### src/rtl/instr_cache_if.sv
// Fetch and refill bus of the instruction cache. The cache is the slave.
// The fetch stage and the memory model sit on the master side.
interface instr_cache_if;
  logic [31:0] PC;
  logic        Flush;
  logic        Hit;
  logic [31:0] Instruction;
  logic        MemReq;
  logic [31:0] MemAddr;
  logic        MemValid;
  logic [31:0] MemData;

  modport master (
    output PC, Flush, MemValid, MemData,
    input  Hit, Instruction, MemReq, MemAddr
  );

  modport slave (
    input  PC, Flush, MemValid, MemData,
    output Hit, Instruction, MemReq, MemAddr
  );
endinterface

### src/rtl/instr_cache.sv
// Direct-mapped instruction cache with a combinational hit path.
// Misses are refilled one line at a time from an in-order beat stream.
//
// state  | meaning
// IDLE   | look up PC; on a miss, latch the line address and start a refill
// REFILL | take WORDS beats into the latched line; lookups are blocked
module instr_cache #(
  parameter int LINES = 16,
  parameter int WORDS = 4
) (
  input logic           clk,
  input logic           rst_n,
  instr_cache_if.slave  bus
);

  localparam int OFF_W = $clog2(WORDS);
  localparam int IDX_W = $clog2(LINES);
  localparam int LSB   = 2 + OFF_W;
  localparam int TAG_W = 32 - LSB - IDX_W;

  typedef enum logic {IDLE, REFILL} state_t;

  state_t             state, state_nxt;
  logic [LINES-1:0]   valid;
  logic [TAG_W-1:0]   tag_mem  [LINES];
  logic [31:0]        data_mem [LINES*WORDS];
  logic [OFF_W-1:0]   cnt;
  logic [IDX_W-1:0]   fill_idx;
  logic               drop;
  logic               mem_req;
  logic [31:0]        mem_addr;

  logic [OFF_W-1:0]   off;
  logic [IDX_W-1:0]   idx;
  logic [TAG_W-1:0]   tag;
  logic               lookup_hit;
  logic               start_fill;
  logic               beat_wr;
  logic               fill_done;
  logic               unused_pc;

  assign off       = bus.PC[LSB-1:2];
  assign idx       = bus.PC[LSB+IDX_W-1:LSB];
  assign tag       = bus.PC[31:LSB+IDX_W];
  assign unused_pc = ^bus.PC[1:0];

  always_ff @(posedge clk or negedge rst_n) begin
    if (!rst_n) state <= IDLE;
    else        state <= state_nxt;
  end

  always_comb begin
    state_nxt  = state;
    lookup_hit = 1'b0;
    start_fill = 1'b0;
    beat_wr    = 1'b0;
    fill_done  = 1'b0;
    case (state)
      IDLE: begin
        lookup_hit = valid[idx] && (tag_mem[idx] == tag) && !bus.Flush;
        // A flush wins over a miss in the same cycle
        if (!bus.Flush && !lookup_hit) begin
          start_fill = 1'b1;
          state_nxt  = REFILL;
        end
      end
      REFILL: begin
        beat_wr = bus.MemValid;
        if (bus.MemValid && (cnt == OFF_W'(WORDS - 1))) begin
          fill_done = 1'b1;
          state_nxt = IDLE;
        end
      end
      default: state_nxt = IDLE;
    endcase
  end

  assign bus.Hit         = lookup_hit;
  assign bus.Instruction = lookup_hit ? data_mem[{idx, off}] : 32'h0000_0000;
  assign bus.MemReq      = mem_req;
  assign bus.MemAddr     = mem_addr;

  always_ff @(posedge clk or negedge rst_n) begin
    if (!rst_n) begin
      valid    <= '0;
      cnt      <= '0;
      fill_idx <= '0;
      drop     <= 1'b0;
      mem_req  <= 1'b0;
      mem_addr <= '0;
    end else begin
      if (start_fill) begin
        mem_req  <= 1'b1;
        mem_addr <= {bus.PC[31:LSB], {LSB{1'b0}}};
        fill_idx <= idx;
        cnt      <= '0;
        drop     <= 1'b0;
      end
      if (beat_wr)   cnt     <= cnt + OFF_W'(1);
      if (fill_done) mem_req <= 1'b0;
      // A flush seen at any point of a refill keeps the finished line invalid
      if (state == REFILL && bus.Flush) drop <= 1'b1;
      if (bus.Flush)                    valid           <= '0;
      else if (start_fill)              valid[idx]      <= 1'b0;
      else if (fill_done && !drop)      valid[fill_idx] <= 1'b1;
    end
  end

  always_ff @(posedge clk) begin
    if (start_fill) tag_mem[idx]               <= tag;
    if (beat_wr)    data_mem[{fill_idx, cnt}]  <= bus.MemData;
  end

endmodule

### src/flat_wrapper.sv
// flat-port wrapper written by rule: the top's interface ports become plain ports
module instr_cache_flat 
#(
  parameter int LINES = 16,
  parameter int WORDS = 4
)
  (clk, rst_n, bus_PC, bus_Flush, bus_MemValid, bus_MemData, bus_Hit, bus_Instruction, bus_MemReq, bus_MemAddr);
  instr_cache_if bus_i ();
  input logic clk;
  input logic rst_n;
  input wire logic [$bits(bus_i.PC)-1:0] bus_PC;
  input wire logic [$bits(bus_i.Flush)-1:0] bus_Flush;
  input wire logic [$bits(bus_i.MemValid)-1:0] bus_MemValid;
  input wire logic [$bits(bus_i.MemData)-1:0] bus_MemData;
  output wire logic [$bits(bus_i.Hit)-1:0] bus_Hit;
  output wire logic [$bits(bus_i.Instruction)-1:0] bus_Instruction;
  output wire logic [$bits(bus_i.MemReq)-1:0] bus_MemReq;
  output wire logic [$bits(bus_i.MemAddr)-1:0] bus_MemAddr;
  assign bus_i.PC = bus_PC;
  assign bus_i.Flush = bus_Flush;
  assign bus_i.MemValid = bus_MemValid;
  assign bus_i.MemData = bus_MemData;
  assign bus_Hit = bus_i.Hit;
  assign bus_Instruction = bus_i.Instruction;
  assign bus_MemReq = bus_i.MemReq;
  assign bus_MemAddr = bus_i.MemAddr;
  instr_cache #(.LINES(LINES), .WORDS(WORDS)) u_core (.clk(clk), .rst_n(rst_n), .bus(bus_i));
endmodule
### config.mk
export PLATFORM = sky130hd
export DESIGN_NAME = instr_cache_flat
export DESIGN_NICKNAME = d
export VERILOG_FILES = /design/src/rtl/instr_cache_if.sv /design/src/rtl/instr_cache.sv /design/src/flat_wrapper.sv
export SDC_FILE = /design/constraint.sdc
export NUM_CORES = 2
export LEC_CHECK = 0
export CAP_MARGIN = 20
export CELL_PAD_IN_SITES_DETAIL_PLACEMENT = 2
export CELL_PAD_IN_SITES_GLOBAL_PLACEMENT = 2
export CORE_MARGIN = 8
export CORE_UTILIZATION = 50
export DETAILED_ROUTE_END_ITERATION = 7
export GPL_ROUTABILITY_DRIVEN = 0
export GPL_TIMING_DRIVEN = 0
export PLACE_DENSITY = 0.84
export SLEW_MARGIN = 30
export SYNTH_ARGS = -nofsm -noshare
export SYNTH_HDL_FRONTEND = slang
export SYNTH_SLANG_ARGS = --single-unit
### constraint.sdc
create_clock -name clk -period 5.7 [get_ports clk]
set_input_delay 1.14 -clock clk [delete_from_list [all_inputs] [get_ports clk]]
set_output_delay 1.14 -clock clk [all_outputs]
set_load 0.01 [all_outputs]
==> impl_summary.txt, run 1 <==
----------------------------------------------------
[Synthesis]
  Register area share after synthesis ... 78.0%
  Area share of the leading cell type in the synthesized netlist ... 76.7%
  Top FF cell, synth ... edfxtp_1
  Async S/R FF share, synth ... a little under 2%
  Dominant cell type by area after synthesis ... edfxtp_1
  Synth warn ... 0
  Synth unique cells ... 71
  Syn Std Cell Area ... 95200 um^2
  Average instance area after synthesis ... around 23 um^2
  Number of flops mapped to enable cells by yosys ... 2432
  Gate count after technology mapping ... 4160
  Number of flip-flops and latches in the synthesized netlist ... 2481
  Biggest area contributors in the synthesized netlist ... edfxtp_1 (77%), mux4_2 (15%), dfrtp_1 (1.3%)

[Die]
  Initial standard-cell utilization of the core ... 50.2%
  # rows ... 160
  Top-Level Pins ... 134
  Height of the die ... between 400 and 500 um
  Die width ... 452 um

[Placed design]
  Number of I/O port buffers ... 121
  DP HPWL ... 324000 um

[Outcome]
  Err ... [ERROR DPL-0033] detailed placement checks failed during check placement.
  Last stage reached ... detailed placement (3_5_place_dp)
  Status ... aborted with a tool error

----------------------------------------------------
through the flow:
step / cell area [um^2] / TNS, ns / setup WS, ns
after floorplan: 95200 / 0 / 0.645
after global placement: 99600 / -4290.78 / -3.73
synth_stat cells (7+ instances only):
cell,number
edfxtp_1,2432
mux4_2,638
nor2_1,123
o22ai_1,123
clkbuf_1,95
mux2i_1,92
nand2_1,86
buf_2,79
dfrtp_1,49
a211oi_1,42
nor2b_1,36
mux2_4,28
mux2_2,25
o21ai_0,25
buf_1,22
a21oi_1,21
a22oi_1,18
nor3_1,18
buf_4,17
inv_1,16
nand3_1,15
xnor2_1,13
a31oi_1,12
xor2_1,10
buf_6,9
nor4_1,9
a2111oi_0,8
and2_1,8
a311oi_1,7
cell families after synthesis:
logic type / count (synthesis) / synth area share (%)
other cells: 1 / 0.00394
flops: 2481 / 78.0
buf+inv: 241 / 1.19
mux: 783 / 16.8
simple gates: 331 / 1.65
xor+xnor: 23 / 0.212
compound gates: 299 / 2.16
fa+ha+maj: 1 / 0.0131
==> run 2: changes to the inputs <==
CELL_PAD_IN_SITES_DETAIL_PLACEMENT = unset   (was 2)
CELL_PAD_IN_SITES_GLOBAL_PLACEMENT = unset   (was 2)
CORE_UTILIZATION = 35   (was 50)
PLACE_DENSITY = unset   (was 0.84)
PLACE_DENSITY_LB_ADDON = 0.15   (was unset)
==> run 2 against run 1 <==
Compared with the run above: the flow now finishes, with violations (negative setup slack); synthesized cell count is the same; synthesized area stayed put.
==> impl_summary.txt, run 2 <==
----------------------------------------------------
[STA]
  Slew at the pin closest to its max-slew limit ... 0.981 ns
  Maximum operating frequency ... 0.175 GHz
  Sum of negative setup slack ... -0.0127 ns
  Final count of pins violating max slew ... 0
  Number of endpoints with negative hold slack in the final report ... 0
  Final setup margin ... -0.0127 ns
  Clk_skew ... ~0.080 ns
  Total of endpoints with negative setup slack in the final report ... 1
  Post-route minimum period ... approximately 5.7 ns
  Post-route clock period utilization ... 100%
  Slew HR ... 34.6%

[Placed design]
  Placed standard-cell area ... 108000 um^2
  Number of I/O port buffers ... 121 (unchanged)
  DP HPWL ... 240000 um (was 324000 um)

[Clock network]
  H-Tree Level Count ... 5
  Deepest clock path buffer count ... 4
  Clock buffers created by TritonCTS ... 279
  Root buffer cell ... clkbuf_16
  Number of clock sinks ... 2481
  Clock Pin Slew Worst Setup and Hold Paths ... 0.05 ns
  Later-pin clock latency in the skew report ... 0.90 ns
  CTS hold repair buffers ... 0
  TritonCTS clock tree ... built

[Job]
  Total of max-cap violations ... 0

[Die]
  Die area ... roughly 290000 um^2
  Top-Level Pins ... 134 (unchanged)
  Area inside the core boundary ... 271000 um^2
  Height of the die ... 538 um (was 452 um)
  Initial standard-cell utilization of the core ... 35.2% (was 50.2%)
  Die width ... 538 um (was 452 um)
  # rows ... 191 (was 160)

[Global routing]
  Met1 usage in global routing ... 33.2%
  Global-route usage over all layers ... 23.8%
  Global-route met2 utilization ... 37.6%
  Maximum number of pins on one net before global-route repair ... 65
  Met3 layer usage reported by global route ... 4.02%
  Global-route wire length before repair ... between 400000 and 500000 um
  Vias in the first global route ... 50200
  Number of antenna violations at the first check in global routing ... 22
  Most used routing layer ... met2
  Grt ovf ... 0

[Synthesis]
  Gate count after technology mapping ... 4160 (unchanged)
  Synth unique cells ... 71 (unchanged)
  Dominant cell type by area after synthesis ... edfxtp_1 (unchanged)
  Register area share after synthesis ... 78.0% (unchanged)
  Number of flops mapped to enable cells by yosys ... 2432 (unchanged)
  Number of flip-flops and latches in the synthesized netlist ... 2481 (unchanged)
  Top FF cell, synth ... edfxtp_1 (unchanged)
  Synth cell count leaders ... edfxtp_1 (2432), mux4_2 (638), nor2_1 (123), o22ai_1 (123), clkbuf_1 (95) (unchanged)
  Cell with the most instances after synthesis ... edfxtp_1 (unchanged)
  Async S/R FF share, synth ... 1.98% (unchanged)
  Syn Std Cell Area ... 95200 um^2 (unchanged)
  Biggest area contributors in the synthesized netlist ... edfxtp_1 (77%), mux4_2 (15%), dfrtp_1 (1.3%) (unchanged)
  Area share of the leading cell type in the synthesized netlist ... 76.7% (unchanged)
  Average instance area after synthesis ... 22.9 um^2 (unchanged)
  Synth warn ... 0 (unchanged)

[Power and ir drop]
  Portion of total power attributed to combinational logic ... just under 10%
  Internal Dissipation ... between 0.03 and 0.04 W
  Sw power ... 0.0100 W
  Flop pwr share ... roughly 49%
  Clock share of power ... 40.9%
  Switching share of power ... 23.9%
  Pleak ... roughly 38 nW
  Worst IR drop on VDD ... 0.266 mV
  Power density over the cells ... 355 nW/um^2

[Setup path]
  Depth of the most critical reg-to-reg path ... 10
  R2r endpoint ... u_core.tag_mem[13][19]$_DFFE_PP_
  Classification of the worst setup path ... primary input to primary output
  Data required time at the worst endpoint ... 4.56 ns
  Data arrival time at the worst-slack endpoint ... approximately 4.6 ns
  CP Launch Type ... primary input
  FF-to-FF setup slack ... ~1.7 ns
  Crit path capture type ... primary output
  Worst Path Max Fanout ... 10
  Worst R2R Start ... u_core.tag_mem[15][6]$_DFFE_PP_

[Final layout]
  Number of flip-flops under the largest register name ... 2048
  Most common library cell in the layout ignoring fill and taps ... edfxtp_1
  Layout cells sized above 1 ... between 30% and 40%
  Top library cells by usage in the layout, fill and taps aside ... edfxtp_1 (2432), mux4_2 (638), clkbuf_16 (287)
  Top register by number of flip-flops ... u_core.data_mem
  Post-Layout Inst Area ... 119000 um^2
  Net count reported at finish ... 4936
  Area overhead of the layout relative to synthesis ... 24.6%

[Route]
  DR vias/cell ... a little under 6
  Post-detailed-route count of antenna-violating nets ... 0
  Number of design rule violations left after detail routing ... 0
  Pre-antenna DRT Iters ... 5
  DR iter-0 viols ... about 7000
  Wire length per cell ... a little over 40 um
  WL final ... 349000 um
  Vias ... ~51000

[Outcome]
  Failing checks ... negative setup slack
  Status ... finished, violations left (was aborted with a tool error)

[Worst hold path]
  Worst Hold Class ... primary input to asynchronous set/reset pin

----------------------------------------------------
[run 2: cell counts after synthesis]
No cell type changed its count.
[run 2: power by group through the flow]
| stage | logic [W] | registers (W) | clock network (W) |
|---|---|---|---|
| global placement | 0.00333 | 0.0213 | 0 |
| detailed placement | 0.00395 | 0.0212 | 0 |
| finish | 0.00409 | 0.0208 | 0.0172 |
| CTS | 0.00409 | 0.0208 | 0.0175 |
| floorplan | 0.00159 | 0.0212 | 0 |
| global route | 0.00422 | 0.0208 | 0.0182 |
[run 2: worst max-delay path by stage]
stage              start                        endpoint  slack (ns)
2_1_floorplan  bus_PC[4]  u_core.tag_mem[0][0]$_DFFE_PP_        0.65
3_3_place_gp   bus_PC[4]              bus_Instruction[3]       -4.63
3_5_place_dp   bus_PC[4]             bus_Instruction[13]       -2.89
4_1_cts        bus_PC[5]             bus_Instruction[13]       0.004
5_1_grt        bus_PC[5]             bus_Instruction[26]      -0.003
6_report       bus_PC[6]              bus_Instruction[6]       -0.01
[run 2: critical path, cell delays in order]
cell	delay (ns)
buf_2	0.23
nor2b_1	0.19
clkbuf_4	0.29
nand2_1	0.27
clkbuf_4	0.41
clkbuf_2	0.41
buf_16	0.21
o22ai_1	0.10
nor3_1	0.32
nand2_2	0.24
a311oi_4	0.46
buf_2	0.21
[run 2: cells by family (layout without fill, tap and decap cells)]
logic type	Yosys count	in the layout	share of synthesized area (%)
flip-flops	2481	2481	78.0
multiplexers	783	783	16.8
AND/OR/NAND/NOR	331	331	1.65
AO/OA/AOI/OAI	299	299	2.16
buffers and inverters	241	1149	1.19
XOR/XNOR	23	23	0.212
adder cells (fa/ha/maj)	1	1	0.0131
other	1	8	0.00394
[run 2: per-stage QoR]
| step | hold WS (ns) | instances | setup slack (ns) | util (%) | power (W) |
|---|---|---|---|---|---|
| after floorplan | 0.492 | 4163 | 0.645 | - | 0.0228 |
| after global placement | 0.478 | 7854 | -4.63 | 37.3 | 0.0246 |
| after detailed placement | 0.477 | 8124 | -2.89 | 40.1 | 0.0251 |
| after CTS | 0.112 | 8640 | 0.00446 | 43.8 | 0.0424 |
| after global routing | 0.116 | 8642 | -0.00264 | 43.8 | 0.0432 |
| final | 0.139 | 8645 | -0.0127 | 43.8 | 0.0421 |
[run 2: cell type report]
class / instances / area [um^2]
Fill cell: 22900 / 152000
Sequential cell: 2481 / 74300
Multi-Input combinational cell: 1441 / 21100
Timing Repair Buffer: 426 / 8250
Clock buffer: 356 / 7430
Tap cell: 3570 / 4470
Buffer: 219 / 2000
Clock inverter: 129 / 1080
Inverter: 19 / 82.6
Antenna cell: 4 / 10.0
[run 2: what timing repair did]
action	CTS	global route
endpoints found under the hold margin	0	0
gates cloned	1	0
buffers inserted	31	3
gates resized for setup	444	46
endpoints found under the setup margin	33	33
pin swaps	14	3
[run 2: layer usage]
| layer | vias up | share of wire [%] | wire length (um) |
|---|---|---|---|
| met2 | 2805 | 47 | 163000 |
| met3 | 614 | 7.8 | 27200 |
| met4 | 0 | 4.3 | 14900 |
| li1 | 19200 | - | - |
| met1 | 28400 | 41 | 144000 |
| met5 | - | 0 | 0 |
Note: power is estimated with default switching activity, not from simulation.
